**src/rtl/operand_bank_loader.sv**
```systemverilog
// Realigns ROM/RAM read data with the controller selects, fills per-bank
// operand registers and streams full banks. Parity option: OPERAND_PARITY_EN.
module operand_bank_loader #(
  parameter int DATA_WIDTH   = 32,
  parameter int BANKS        = 8,
  parameter int ELEMS        = 8,
  parameter int READ_LATENCY = 2
) (
  input  logic                        clk,
  input  logic                        reset,
  input  logic                        clear,
  input  logic                        read_en,
  input  logic [3:0]                  bank_sel,
  input  logic [2:0]                  elem_sel,
  input  logic [DATA_WIDTH-1:0]       rom_data,
  input  logic [DATA_WIDTH-1:0]       ram_data,
`ifdef OPERAND_PARITY_EN
  input  logic                        rom_par,
  input  logic                        ram_par,
  output logic                        parity_err,
`endif
  input  logic                        out_ready,
  output logic                        out_valid,
  output logic [2:0]                  out_bank,
  output logic [ELEMS*DATA_WIDTH-1:0] a_row,
  output logic [ELEMS*DATA_WIDTH-1:0] b_row,
  output logic [BANKS-1:0]            bank_full,
  output logic                        load_done,
  output logic                        overflow_err
);

  typedef struct packed {
    logic       v;
    logic [3:0] bank;
    logic [2:0] elem;
  } tag_t;

  typedef enum logic [1:0] {
    IDLE,
    STREAM,
    DONE
  } state_t;

  typedef logic [ELEMS-1:0][DATA_WIDTH-1:0] row_t;

  tag_t                        tag_q [READ_LATENCY];
  tag_t                        tag_out;

  state_t                      state_q, state_d;
  logic [2:0]                  ptr_q, ptr_d;
  logic [BANKS-1:0][ELEMS-1:0] vld_q, vld_d;
  logic [BANKS-1:0]            full_q, full_d;
  logic                        ovf_q, ovf_d;
  logic                        done_q, done_d;

  row_t                        a_q [BANKS];
  row_t                        b_q [BANKS];

  logic [2:0]                  wr_bank;
  logic [2:0]                  wr_elem;
  logic                        wr_hit;
  logic                        wr_blk;
  logic                        wr_ok;
  logic                        drain;

  assign tag_out = tag_q[READ_LATENCY-1];
  assign wr_bank = tag_out.bank[2:0];
  assign wr_elem = tag_out.elem;

  assign wr_hit = tag_out.v
                && (tag_out.bank < 4'(BANKS))
                && ({1'b0, tag_out.elem} < 4'(ELEMS));

  assign out_valid = (state_q == STREAM) && full_q[ptr_q];
  assign drain     = out_valid && out_ready;

  // A bank being drained this cycle is already empty for the arriving write.
  assign wr_blk = full_q[wr_bank] && !(drain && (wr_bank == ptr_q));
  assign wr_ok  = wr_hit && !wr_blk;

  always_ff @(posedge clk or posedge reset) begin
    if (reset) begin
      for (int i = 0; i < READ_LATENCY; i++) begin
        tag_q[i] <= '0;
      end
    end else if (clear) begin
      for (int i = 0; i < READ_LATENCY; i++) begin
        tag_q[i] <= '0;
      end
    end else begin
      tag_q[0] <= {read_en, bank_sel, elem_sel};
      for (int i = 1; i < READ_LATENCY; i++) begin
        tag_q[i] <= tag_q[i-1];
      end
    end
  end

  always_comb begin
    vld_d  = vld_q;
    full_d = full_q;
    ovf_d  = ovf_q;
    if (drain) begin
      vld_d[ptr_q]  = '0;
      full_d[ptr_q] = 1'b0;
    end
    if (wr_hit && wr_blk) begin
      ovf_d = 1'b1;
    end
    if (wr_ok) begin
      vld_d[wr_bank][wr_elem] = 1'b1;
      if (&vld_d[wr_bank]) begin
        full_d[wr_bank] = 1'b1;
      end
    end
  end

  always_comb begin
    state_d = state_q;
    ptr_d   = ptr_q;
    done_d  = 1'b0;
    unique case (state_q)
      IDLE: begin
        if (wr_ok) state_d = STREAM;
      end
      STREAM: begin
        if (drain) begin
          if (ptr_q == 3'(BANKS-1)) begin
            ptr_d   = '0;
            done_d  = 1'b1;
            state_d = DONE;
          end else begin
            ptr_d = ptr_q + 3'd1;
          end
        end
      end
      DONE: begin
        if (wr_ok) state_d = STREAM;
      end
      default: state_d = IDLE;
    endcase
  end

  always_ff @(posedge clk or posedge reset) begin
    if (reset) begin
      state_q <= IDLE;
      ptr_q   <= '0;
      vld_q   <= '0;
      full_q  <= '0;
      ovf_q   <= 1'b0;
      done_q  <= 1'b0;
    end else if (clear) begin
      state_q <= IDLE;
      ptr_q   <= '0;
      vld_q   <= '0;
      full_q  <= '0;
      ovf_q   <= 1'b0;
      done_q  <= 1'b0;
    end else begin
      state_q <= state_d;
      ptr_q   <= ptr_d;
      vld_q   <= vld_d;
      full_q  <= full_d;
      ovf_q   <= ovf_d;
      done_q  <= done_d;
    end
  end

  // Operand storage carries no reset; element-valid bits qualify it.
  always_ff @(posedge clk) begin
    if (wr_ok && !clear) begin
      a_q[wr_bank][wr_elem] <= rom_data;
      b_q[wr_bank][wr_elem] <= ram_data;
    end
  end

`ifdef OPERAND_PARITY_EN
  logic par_q;
  logic par_bad;

  assign par_bad = ((^rom_data) ^ rom_par) | ((^ram_data) ^ ram_par);

  always_ff @(posedge clk or posedge reset) begin
    if (reset) begin
      par_q <= 1'b0;
    end else if (clear) begin
      par_q <= 1'b0;
    end else if (wr_ok && par_bad) begin
      par_q <= 1'b1;
    end
  end

  assign parity_err = par_q;
`endif

  assign a_row        = out_valid ? a_q[ptr_q] : '0;
  assign b_row        = out_valid ? b_q[ptr_q] : '0;
  assign out_bank     = ptr_q;
  assign bank_full    = full_q;
  assign load_done    = done_q;
  assign overflow_err = ovf_q;

endmodule

```
**config.mk**
```make
export PLATFORM = sky130hd
export DESIGN_NAME = operand_bank_loader
export DESIGN_NICKNAME = d
export VERILOG_FILES = /design/src/rtl/operand_bank_loader.sv
export SDC_FILE = /design/constraint.sdc
export NUM_CORES = 2
export LEC_CHECK = 0
export CORE_MARGIN = 2
export CORE_UTILIZATION = 30
export CTS_CLUSTER_DIAMETER = 100
export DETAILED_ROUTE_END_ITERATION = 7
export GPL_ROUTABILITY_DRIVEN = 0
export GPL_TIMING_DRIVEN = 0
export PLACE_DENSITY = 0.56
export SLEW_MARGIN = 20
export SYNTH_ARGS = -nofsm -noshare
export SYNTH_HDL_FRONTEND = slang
export SYNTH_SLANG_ARGS = --single-unit
```
**constraint.sdc**
```tcl
create_clock -name clk -period 5.8 [get_ports clk]
set_input_delay 0.87 -clock clk [delete_from_list [all_inputs] [get_ports clk]]
set_output_delay 0.87 -clock clk [all_outputs]
set_load 0.02 [all_outputs]
```
==> metrics.csv <==
stage,metric,value,unit
worst_setup_path,Critical Path End Type,output port,
worst_setup_path,worst r2r dst,a_q[1][50],
logic_synthesis,Syn. warnings,0,
floorplanning,# IOs,602,
floorplanning,Site Rows,259,
detailed_routing,Routed WL per cell,38.8,µm
global_route,first-pass GRT wire length,848000,µm
min_path,worst hold start,ram_data[4],
worst_setup_path,r2r startpoint,tag_out[3],
clocking,H-tree depth,5,
power_and_ir_drop,leakage,0.0604,µW
sta,fmax,0.170,GHz
sta,final setup fails,17,
sta,crit share post-route,1.02,
clocking,Hold Buf Count CTS,0,
worst_setup_path,Reg2Reg Depth,11,
power_and_ir_drop,Pwr Density,319,nW/µm²
logic_synthesis,synthesized area per cell,18.0,µm²
detailed_routing,First-pass DRT Iterations,8,
worst_setup_path,CP Launch Type,register,
clocking,CTS buffer count,421,
logic_synthesis,Synthesized Nets,8404,
worst_setup_path,crit path max fanout,10,
global_route,total grt overflow,0,
global_route,number of global-route vias before repair,92000,
layout,layout cells sized above 1,0.195,
clocking,CTS tree,done,
clocking,clk root buf,clkbuf_16,
clocking,CTS max path bufs,4,
detailed_routing,drt total wl,652000,µm
place,post-DP HPWL,455000,µm
sta,Max transition margin,0.193,
floorplanning,Die W,711,µm
floorplanning,initial core utilization,0.301,
detailed_routing,DRC,0,
sta,final hold violation count,0,
detailed_routing,routed via count,98700,
worst_setup_path,Critical Path RT,4930,ps
place,pre-CTS WS,-1380,ps
layout,"commonest non-fill, non-tap cell in the layout",edfxtp_1,
logic_synthesis,Yosys reg bits,4191,
flow_run,max_cap viols,0,
sta,Worst-Margin Slew,1210,ps
min_path,destination of the worst hold path,b_q[5][4],
floorplanning,Die Y-Extent,711,µm
worst_setup_path,"reg-to-reg slack, setup",700,ps
layout,Final nets,9827,
logic_synthesis,"EDFF count, synth",4096,
worst_setup_path,critical path type,reg2out,
logic_synthesis,post-synthesis cell type count,69,
clocking,worst-skew pair later-pin latency,1030,ps
layout,most frequent cells in the layout,"4,096 x edfxtp_1, 1,696 x o22ai_1, 479 x clkdlybuf4s50_1",
layout,finished layout cell area,191000,µm²
clocking,clk sinks,4191,
detailed_routing,Via density,5.87,
logic_synthesis,Synth Instances,8326,
min_path,Hold Path Class,in2reg,
logic_synthesis,"Seq/Total Area, Yosys",0.835,
clocking,clock transition at the registers of the reported paths,60,ps
logic_synthesis,Main synth FF type,edfxtp_1,
floorplanning,die area,506000,µm²
global_route,pin count of the biggest net entering global routing,82,
logic_synthesis,Synth area leaders,"edfxtp_1 82%, o22ai_1 7.1%, or4_1 1.7%",
detailed_routing,DR iter-0 viols,18800,
sta,skew final,88.4,ps
logic_synthesis,synthesized area,150000,µm²
min_path,hold path depth,1,
logic_synthesis,Synth async-reset ratio,0.0227,
sta,worst setup margin,-89.7,ps
floorplanning,core area,498000,µm²
place,Port Buffers,600,
worst_setup_path,Worst EP arrival,5020,ps
global_route,initial antenna violation count,110,
sta,Tmin final,5890,ps
sta,final slew viol count,0,
power_and_ir_drop,Peak supply drop,266,µV
logic_synthesis,Yosys top cell area share,0.819,
place,placed cell area,174000,µm²
detailed_routing,Detail Route Antenna Nets,0,
run_status,violated checks,negative setup slack,
global_route,total global-route track usage,0.247,
layout,area grow syn2layout,27.3,%
logic_synthesis,Yosys top cell by area,edfxtp_1,
run_status,status,"complete, but fails checks",
[final cells by class]
type                    count  area, µm²
flip-flops and latches   4191     125000
plain buffers             560       3660
diodes                     52        130
clock inverters           263       2330
repair buffers           1004      15000
fillers                 44800     307000
clock buffers             508      11100
inverters                   8       40.0
well taps                6655       8330
multi-input cells        3563      25200
[cell families (layout without fill, tap and decap cells)]
group,after synthesis,in the layout,share of synthesized area
AND/OR/NAND/NOR,1244,1244,0.0434
other,0,52,0
multiplexers,141,141,0.0111
buffers and inverters,572,2343,0.0159
XOR/XNOR,3,3,0.000175
flip-flops,4191,4191,0.835
AO/OA/AOI/OAI,2173,2173,0.0940
adder cells (fa/ha/maj),2,2,0.000167
[power breakdown]
group	switching, µW	total, µW	internal (µW)
Combinational	721	883	161
Clock	11700	26900	15200
Sequential	7.44	33200	33200
Total	12400	61000	48600
[critical path, cell delays in order, from the launching register on]
cell             delay, ps
dfrtp_1                380
clkbuf_4               270
nand2b_1               140
buf_2                  250
nand2b_1               180
clkbuf_8               340
buf_6                  290
buf_6                  280
buf_4                  300
buf_4                  270
o221ai_2               270
nor2_4                 350
clkdlybuf4s50_1        670
[worst max-delay path by stage]
stage / from / endpoint / slack (ps) / cells after the start
floorplan: out_ready / a_q[0][0] / 360 / 9
global placement: out_ready / a_q[3][94] / -6570 / 7
detailed placement: out_bank[1] / a_row[82] / -1380 / 10
CTS: out_bank[2] / b_row[77] / -40 / 11
global route: out_bank[1] / b_row[173] / -10 / 11
finish: out_bank[2] / b_row[60] / -90 / 12
[stage by stage]
| step | power [µW] | std cells | utilization | hold slack (ps) | setup TNS, ps |
|---|---|---|---|---|---|
| after CTS | 60900 | 16800 | 0.383 | 76.7 | -48.3 |
| after detailed placement | 34700 | 16000 | 0.350 | 455 | -228620 |
| after global placement | 34700 | 15600 | 0.330 | 452 | - |
| final | 61000 | 16800 | 0.384 | 124 | -425 |
| after floorplan | 34000 | 8326 | - | 439 | 0 |
| after global routing | 62100 | 16800 | 0.383 | 119 | -26.2 |
[metal layers]
metal,vias to the layer above,routed length [µm],track usage
met5,-,409,0
met4,66,42300,0.133
met3,1558,98400,0.0831
met2,8691,284000,0.372
met1,50600,227000,0.315
li1,37800,-,-
[sequential cells by signal, summed over array words and instances, names as in the netlist]
register	cells
overflow_err	1
load_done	1
tag_q	8
a_q	2048
bank_full	8
vld_q	64
b_q	2048
tag_out	5
state_q	2
wr_elem	3
out_bank	3
[synthesized netlist by cell type, drive strengths merged (4+ instances only)]
| master | n |
|---|---|
| o221ai | 164 |
| mux4 | 16 |
| nand2 | 120 |
| a21oi | 96 |
| nand3 | 9 |
| o21ai | 63 |
| buf | 275 |
| nor4 | 116 |
| and3 | 7 |
| nand3b | 4 |
| or3 | 5 |
| o211ai | 8 |
| dfrtp | 95 |
| mux2i | 79 |
| a2111oi | 17 |
| a31oi | 5 |
| a211oi | 19 |
| o22ai | 1697 |
| o31ai | 5 |
| nor3b | 6 |
| a22oi | 4 |
| or3b | 5 |
| or4 | 332 |
| nor3 | 35 |
| inv | 8 |
| nand2b | 10 |
| a21o | 58 |
| nor2 | 552 |
| edfxtp | 4096 |
| o22a | 17 |
| clkbuf | 289 |
| mux2 | 46 |
| nor2b | 34 |
[timing repair]
item | CTS | global route
endpoints found under the setup margin | 513 | 197
resized for setup | 1059 | 106
setup buffers | 2 | 2
pin swaps | 36 | 30
No activity file was read; power rests on OpenSTA's default activity.
